### src/rtl/btb_tagged_pkg.sv
// Shared types and helpers for the tagged branch target buffer.
// Holds the 2-bit confidence encodings, the update action decode and the counter step function.
package btb_tagged_pkg;

    localparam logic [1:0] CTR_SNT   = 2'd0;
    localparam logic [1:0] CTR_WNT   = 2'd1;
    localparam logic [1:0] CTR_WT    = 2'd2;
    localparam logic [1:0] CTR_ST    = 2'd3;
    localparam logic [1:0] CTR_INIT  = CTR_WNT;
    localparam logic [1:0] CTR_ALLOC = CTR_WT;

    typedef enum logic [2:0] {
        UPD_NONE      = 3'd0,
        UPD_HIT_TAKEN = 3'd1,
        UPD_HIT_NT    = 3'd2,
        UPD_ALLOC     = 3'd3,
        UPD_HYST      = 3'd4
    } upd_act_e;

    // One saturating step of a 2-bit counter; simultaneous inc and dec cancel.
    function automatic logic [1:0] sat_step(input logic [1:0] cur,
                                            input logic       inc,
                                            input logic       dec);
        logic [1:0] nxt;
        nxt = cur;
        if (inc && !dec) begin
            if (cur != CTR_ST) nxt = cur + 2'd1;
            else               nxt = cur;
        end else if (dec && !inc) begin
            if (cur != CTR_SNT) nxt = cur - 2'd1;
            else                nxt = cur;
        end else begin
            nxt = cur;
        end
        return nxt;
    endfunction

endpackage

### src/rtl/btb_tagged_sat_ctr.sv
// 2-bit saturating confidence counter for one BTB entry.
// A load takes priority over inc/dec; reset returns it to weakly-not-taken.
module btb_tagged_sat_ctr
    import btb_tagged_pkg::*;
(
    input  logic       clock,
    input  logic       reset,
    input  logic       inc,
    input  logic       dec,
    input  logic       load,
    input  logic [1:0] load_val,
    output logic [1:0] ctr
);

    logic [1:0] ctr_r;
    logic [1:0] ctr_next_s;

    // Next counter value: load, else saturating step.
    always_comb begin
        ctr_next_s = ctr_r;
        if (load) begin
            ctr_next_s = load_val;
        end else begin
            ctr_next_s = sat_step(ctr_r, inc, dec);
        end
    end

    // Counter register.
    always_ff @(posedge clock) begin
        if (reset) begin
            ctr_r <= CTR_INIT;
        end else begin
            ctr_r <= ctr_next_s;
        end
    end

    assign ctr = ctr_r;

endmodule

### src/rtl/btb_tagged.sv
// Tagged direct-mapped branch target buffer with 2-bit hysteresis counters.
// Zero-latency combinational lookup from registered state; updates from commit at the clock edge.
module btb_tagged
    import btb_tagged_pkg::*;
#(
    parameter int IDX_BITS   = 4,
    parameter int TAG_BITS   = 8,
    parameter int ALIGN_BITS = 2,
    parameter int STAT_BITS  = 32
) (
    input  logic                 clock,
    input  logic                 reset,
    input  logic                 lookup_valid_in,
    input  logic [63:0]          lookup_pc_in,
    output logic                 hit_out,
    output logic                 taken_out,
    output logic [63:0]          PPC_out,
    input  logic                 upd_valid_in,
    input  logic [63:0]          upd_pc_in,
    input  logic                 upd_taken_in,
    input  logic [63:0]          upd_target_in,
    input  logic                 flush_in,
    output logic [STAT_BITS-1:0] lookups_out,
    output logic [STAT_BITS-1:0] hits_out
);

    localparam int ENTRIES = 2 ** IDX_BITS;
    localparam int TAG_LO  = ALIGN_BITS + IDX_BITS;
    localparam int TAG_HI  = ALIGN_BITS + IDX_BITS + TAG_BITS - 1;

    logic                valid_s  [ENTRIES];
    logic [TAG_BITS-1:0] tag_s    [ENTRIES];
    logic [63:0]         target_s [ENTRIES];
    logic [1:0]          ctr_s    [ENTRIES];

    logic [IDX_BITS-1:0] lk_idx_s;
    logic [TAG_BITS-1:0] lk_tag_s;
    logic [IDX_BITS-1:0] upd_idx_s;
    logic [TAG_BITS-1:0] upd_tag_s;
    logic                upd_hit_s;
    upd_act_e            upd_act_s;

    logic [STAT_BITS-1:0] lookups_r;
    logic [STAT_BITS-1:0] hits_r;
    logic                 unused_pc_bits_s;

    assign lk_idx_s  = lookup_pc_in[TAG_LO-1:ALIGN_BITS];
    assign lk_tag_s  = lookup_pc_in[TAG_HI:TAG_LO];
    assign upd_idx_s = upd_pc_in[TAG_LO-1:ALIGN_BITS];
    assign upd_tag_s = upd_pc_in[TAG_HI:TAG_LO];
    assign unused_pc_bits_s = ^{upd_pc_in[63:TAG_HI+1], upd_pc_in[ALIGN_BITS-1:0]};

    assign hit_out   = valid_s[lk_idx_s] && (tag_s[lk_idx_s] == lk_tag_s);
    assign taken_out = hit_out && ctr_s[lk_idx_s][1];
    assign PPC_out   = taken_out ? target_s[lk_idx_s] : (lookup_pc_in + 64'd4);

    assign upd_hit_s = valid_s[upd_idx_s] && (tag_s[upd_idx_s] == upd_tag_s);

    // Classify the resolved branch; a flush in the same cycle drops it.
    always_comb begin
        upd_act_s = UPD_NONE;
        if (upd_valid_in && !flush_in) begin
            if (upd_hit_s) begin
                if (upd_taken_in) upd_act_s = UPD_HIT_TAKEN;
                else              upd_act_s = UPD_HIT_NT;
            end else if (upd_taken_in) begin
                // A confident resident entry resists one eviction attempt per update.
                if (!valid_s[upd_idx_s] || !ctr_s[upd_idx_s][1]) upd_act_s = UPD_ALLOC;
                else                                             upd_act_s = UPD_HYST;
            end else begin
                upd_act_s = UPD_NONE;
            end
        end else begin
            upd_act_s = UPD_NONE;
        end
    end

    for (genvar i = 0; i < ENTRIES; i++) begin : g_entry
        logic                sel_s;
        logic                valid_r;
        logic                valid_next_s;
        logic [TAG_BITS-1:0] tag_r;
        logic [TAG_BITS-1:0] tag_next_s;
        logic [63:0]         target_r;
        logic [63:0]         target_next_s;
        logic                inc_s;
        logic                dec_s;
        logic                load_s;
        logic [1:0]          entry_ctr_s;

        assign sel_s = (upd_idx_s == IDX_BITS'(i));

        // Per-entry next state from flush and the decoded update action.
        always_comb begin
            valid_next_s  = valid_r;
            tag_next_s    = tag_r;
            target_next_s = target_r;
            inc_s         = 1'b0;
            dec_s         = 1'b0;
            load_s        = 1'b0;
            if (flush_in) begin
                valid_next_s = 1'b0;
            end else if (sel_s) begin
                case (upd_act_s)
                    UPD_HIT_TAKEN: begin
                        inc_s         = 1'b1;
                        target_next_s = upd_target_in;
                    end
                    UPD_HIT_NT: dec_s = 1'b1;
                    UPD_ALLOC: begin
                        valid_next_s  = 1'b1;
                        tag_next_s    = upd_tag_s;
                        target_next_s = upd_target_in;
                        load_s        = 1'b1;
                    end
                    UPD_HYST: dec_s = 1'b1;
                    default: begin
                        inc_s = 1'b0;
                        dec_s = 1'b0;
                    end
                endcase
            end else begin
                valid_next_s = valid_r;
            end
        end

        // Entry valid/tag/target registers.
        always_ff @(posedge clock) begin
            if (reset) begin
                valid_r  <= 1'b0;
                tag_r    <= {TAG_BITS{1'b0}};
                target_r <= 64'd0;
            end else begin
                valid_r  <= valid_next_s;
                tag_r    <= tag_next_s;
                target_r <= target_next_s;
            end
        end

        btb_tagged_sat_ctr u_ctr (
            .clock    (clock),
            .reset    (reset),
            .inc      (inc_s),
            .dec      (dec_s),
            .load     (load_s),
            .load_val (CTR_ALLOC),
            .ctr      (entry_ctr_s)
        );

        assign valid_s[i]  = valid_r;
        assign tag_s[i]    = tag_r;
        assign target_s[i] = target_r;
        assign ctr_s[i]    = entry_ctr_s;
    end

    // Saturating lookup and hit statistics; flush leaves them alone.
    always_ff @(posedge clock) begin
        if (reset) begin
            lookups_r <= {STAT_BITS{1'b0}};
            hits_r    <= {STAT_BITS{1'b0}};
        end else begin
            if (lookup_valid_in && (lookups_r != {STAT_BITS{1'b1}})) begin
                lookups_r <= lookups_r + STAT_BITS'(1);
            end else begin
                lookups_r <= lookups_r;
            end
            if (lookup_valid_in && hit_out && (hits_r != {STAT_BITS{1'b1}})) begin
                hits_r <= hits_r + STAT_BITS'(1);
            end else begin
                hits_r <= hits_r;
            end
        end
    end

    assign lookups_out = lookups_r;
    assign hits_out    = hits_r;

endmodule

### config.mk
export PLATFORM = sky130hd
export DESIGN_NAME = btb_tagged
export DESIGN_NICKNAME = d
export VERILOG_FILES = /design/src/rtl/btb_tagged_pkg.sv /design/src/rtl/btb_tagged_sat_ctr.sv /design/src/rtl/btb_tagged.sv
export SDC_FILE = /design/constraint.sdc
export NUM_CORES = 2
export LEC_CHECK = 0
export ABC_AREA = 1
export CAP_MARGIN = 10
export CORE_MARGIN = 5
export CORE_UTILIZATION = 50
export CTS_BUF_LIST = sky130_fd_sc_hd__clkbuf_4
export DETAILED_ROUTE_END_ITERATION = 8
export HOLD_SLACK_MARGIN = 0.03
export PLACE_DENSITY_LB_ADDON = 0.25
export SYNTH_ARGS = -nofsm -noshare
export SYNTH_HDL_FRONTEND = slang
export SYNTH_SLANG_ARGS = --single-unit
### constraint.sdc
create_clock -name clock -period 6.2 [get_ports clock]
set_clock_uncertainty 0.1 [all_clocks]
set_input_delay 1.24 -clock clock [delete_from_list [all_inputs] [get_ports clock]]
set_output_delay 1.24 -clock clock [all_outputs]
set_load 0.005 [all_outputs]
==> flow_summary.ini <==
[outcome]
status = finished clean

[critical_path]
critPathMaxStageDelay_ns = 0.50
worstSetupPathType = in2out
required_ns = 4.86
crit_fanout = 4
arrival_ns = 4.76
r2r_start = g_entry[9].valid_r$_SDFFE_PP0N_
crit_path_end_kind = output port
worst_setup_path_start_kind = primary input
critical-path-top-delay-family = buffers and inverters
crit_chain = clkdlybuf4s50_1 > buf_6 > inv_1 > buf_4 > nor4_4 > buf_6 > nand2_2 > nor3_4 > nand4_1 > buf_6 > nor3_2 > buf_4 > nand3_4 > nor2_4 > xor2_2 > buf_4 > nand2_1 > nand2_1 > clkdlybuf4s50_1
cp-startpoint = lookup_pc_in[7]
crit_slowest_cell = clkdlybuf4s50_1
worst-path-buf-inv = 9

[cells_and_area]
area_growth_pct = 13.11
nFillCells = 11130
multi_input_area_um2 = 28500
drive_above_1_share_pct = 9.200
fin_nets = 8601
fin_area_um2 = 66620
fin_cells = 10140
final_cell_mix = 1433 x a21oi_1, 1264 x dfxtp_1, 1228 x o21ai_0, 1090 x nand2_1, 766 x nor2_1
final_common_cell = a21oi_1
ff_latch_area_um2 = 25300

[synthesis]
synth_cell_types = 47
synth_area_per_cell_um2 = 7.069
ys_seq_area_share_pct = 42.96
synth-edff-count = 0
async_flop_share_pct = 0
syn-num-nets = 8533
synth_area_um2 = 58900
synth_cells = 8332
ys_warn_count = 0
ys.flop_type = dfxtp_1
synth-seq-cells = 1264

[routing]
vias = 60110
wl_per_cell_um = 20.35
postRouteAntennaNets = 0
firstDrtPassIters = 6
viasPerCell = 5.927
wirelength_um = 206400
drc_errors = 0
drtIter0Drc = 7151

[die]
start_util_pct = 50.08
core_um2 = 117600
dieArea_um2 = 124800
die_x_um = 353.2
pin_count = 328
die_y_um = 353.2
rows = 126

[timing]
slew_violations = 0
finalSetupViolCount = 0
layout_min_cycle_time_ns = 6.098
fmax_ghz = 0.1640
period_share_pct = 98.35
hold_slack_ns = 0.3452
final.setup.worst_slack_ns = 0.1021
hold_viol = 0
worstMarginPinSlew_ns = 1.213
slew_headroom_pct = 19.13

[clocking]
cts_buffer_depth = 4
clkTransAtPathRegs_ns = 0.06
cts_root_buffer = clkbuf_4
cts_buffers = 347
clk_latency_ns = 1.24
htree_levels = 5
cts.sinks = 1264
cts_tree = built

[global_routing]
antenna_found_initial = 15
track_usage_pct = 31.42
grt_pass1_vias = 55850
grt_pass1_wl_um = 316800
grt_remaining_overflow = 0
grt_start_max_net_pins = 224

[hold_path]
hp-class = in2reg
hp-start = reset

[place]
dp_hpwl_um = 118200
gp_congestion = 0.9202
dp_cells = 9582
pre_cts_ws_ns = -0.2593
io_buffers = 275
placed_area_um2 = 62280

[power_and_ir_drop]
peakVddDrop_mv = 0.2011
p_leak_nw = 25.54
power_density_nw_per_um2 = 255.7

[job]
maxCapViolations = 0
-- sequential cells by signal, summed over array words and instances (netlist names) --
register	count
lookups_out	32
g_entry.target_r	1024
g_entry.valid_r	16
g_entry.tag_r	128
g_entry.u_ctr.ctr	32
hits_out	32
-- final timing paths --
check / endpoint / slack [ns] / cells after the start
setup reg to reg: g_entry[1].tag_r[2]$_SDFFE_PP0P_ / 2.46 / 15
hold / removal: g_entry[4].target_r[26]$_SDFFE_PP0P_ / 0.35 / 2
hold reg to reg: g_entry[5].target_r[56]$_SDFFE_PP0P_ / 0.35 / 2
setup / recovery: PPC_out[55] / 0.10 / 19
-- per-layer routing --
| layer | vias to the layer above | part of all wire, % | track usage (%) |
|---|---|---|---|
| met4 | 10 | 3.7 | 13.00 |
| met2 | 3103 | 45 | 49.70 |
| met1 | 27850 | 41 | 41.48 |
| met5 | - | 0.11 | 0.9615 |
| met3 | 508 | 11 | 7.127 |
| li1 | 28640 | - | - |
-- logic make-up after synthesis --
| kind of cell | after synthesis | synth area share (%) |
|---|---|---|
| and+or+nand+nor | 2338 | 16.28 |
| AOI/OAI and AO/OA | 3344 | 29.69 |
| DFF | 1264 | 42.96 |
| muxes | 26 | 0.4418 |
| xor gates and xnor gates | 106 | 1.576 |
| buffers and inverters | 1251 | 8.990 |
| adders and majority gates | 3 | 0.06373 |
-- worst reg2reg max path: cells and delay by family, from the launching register on --
| kind | cells | cell delay [ns] |
|---|---|---|
| buf+inv | 2 | 0.56 |
| compound gates | 3 | 0.71 |
| flops | 1 | 0.30 |
| simple gates | 10 | 1.91 |
-- where the power goes --
part	internal, W	switching [W]	leakage [nW]	total [W]
registers	0.00817	0.0000259	10.2	0.00820
logic	0.000450	0.00103	12.9	0.00148
clock network	0.00390	0.00346	2.46	0.00736
total	0.0125	0.00451	25.5	0.0170
-- repair_timing --
| item | in CTS | in global routing |
|---|---|---|
| hold endpoints to repair | 0 | 0 |
| gates resized for setup | 17 | 21 |
| setup buffers | 0 | 4 |
| hold buffers | 0 | 0 |
| endpoints found under the setup margin | 50 | 39 |
| gates cloned | 0 | 1 |
| pin swaps | 0 | 9 |
-- per-stage QoR --
| stage | TNS (ns) | util [%] | total power (W) |
|---|---|---|---|
| 2_1_floorplan | 0 | - | 0.009220 |
| 3_3_place_gp | -2.504 | 52.96 | 0.009799 |
| 3_5_place_dp | -4.692 | 52.96 | 0.009805 |
| 4_1_cts | -0.01982 | 56.51 | 0.01710 |
| 5_1_grt | -0.05159 | 56.65 | 0.01773 |
| 6_report | 0 | 56.65 | 0.01704 |
-- synth_stat cells, drive strengths merged, types with 5 or more instances --
library cell	count	area, µm²
a31o	12	105.1
o221ai	64	560.5
clkinv	5	18.77
nor2	787	3027
nor3	56	285.3
nor4	34	219.0
o211ai	71	533.0
a21boi	29	217.7
a21oi	1433	7172
xnor2	19	166.4
nand2	1100	4134
a32o	8	80.08
mux2i	26	260.3
o21ai	1639	8203
o31ai	9	67.56
clkbuf	465	1750
dfxtp	1264	25300
a211oi	16	120.1
nand3b	8	60.06
xor2	87	762.0
buf	290	1683
nand4	58	362.9
inv	491	1843
nand3	286	1441
o22ai	51	319.1
-- area by class of cell --
type / instances / share of cell area, %
inverter: 496 / 2.851
tap: 1536 / 2.885
multi-input combinational: 5817 / 42.78
antenna: 8 / 0.03005
clock buffer: 495 / 5.578
timing repair buffer: 474 / 7.307
clock inverter: 52 / 0.5897
sequential: 1264 / 37.98
(Power assumes the default switching activity.)
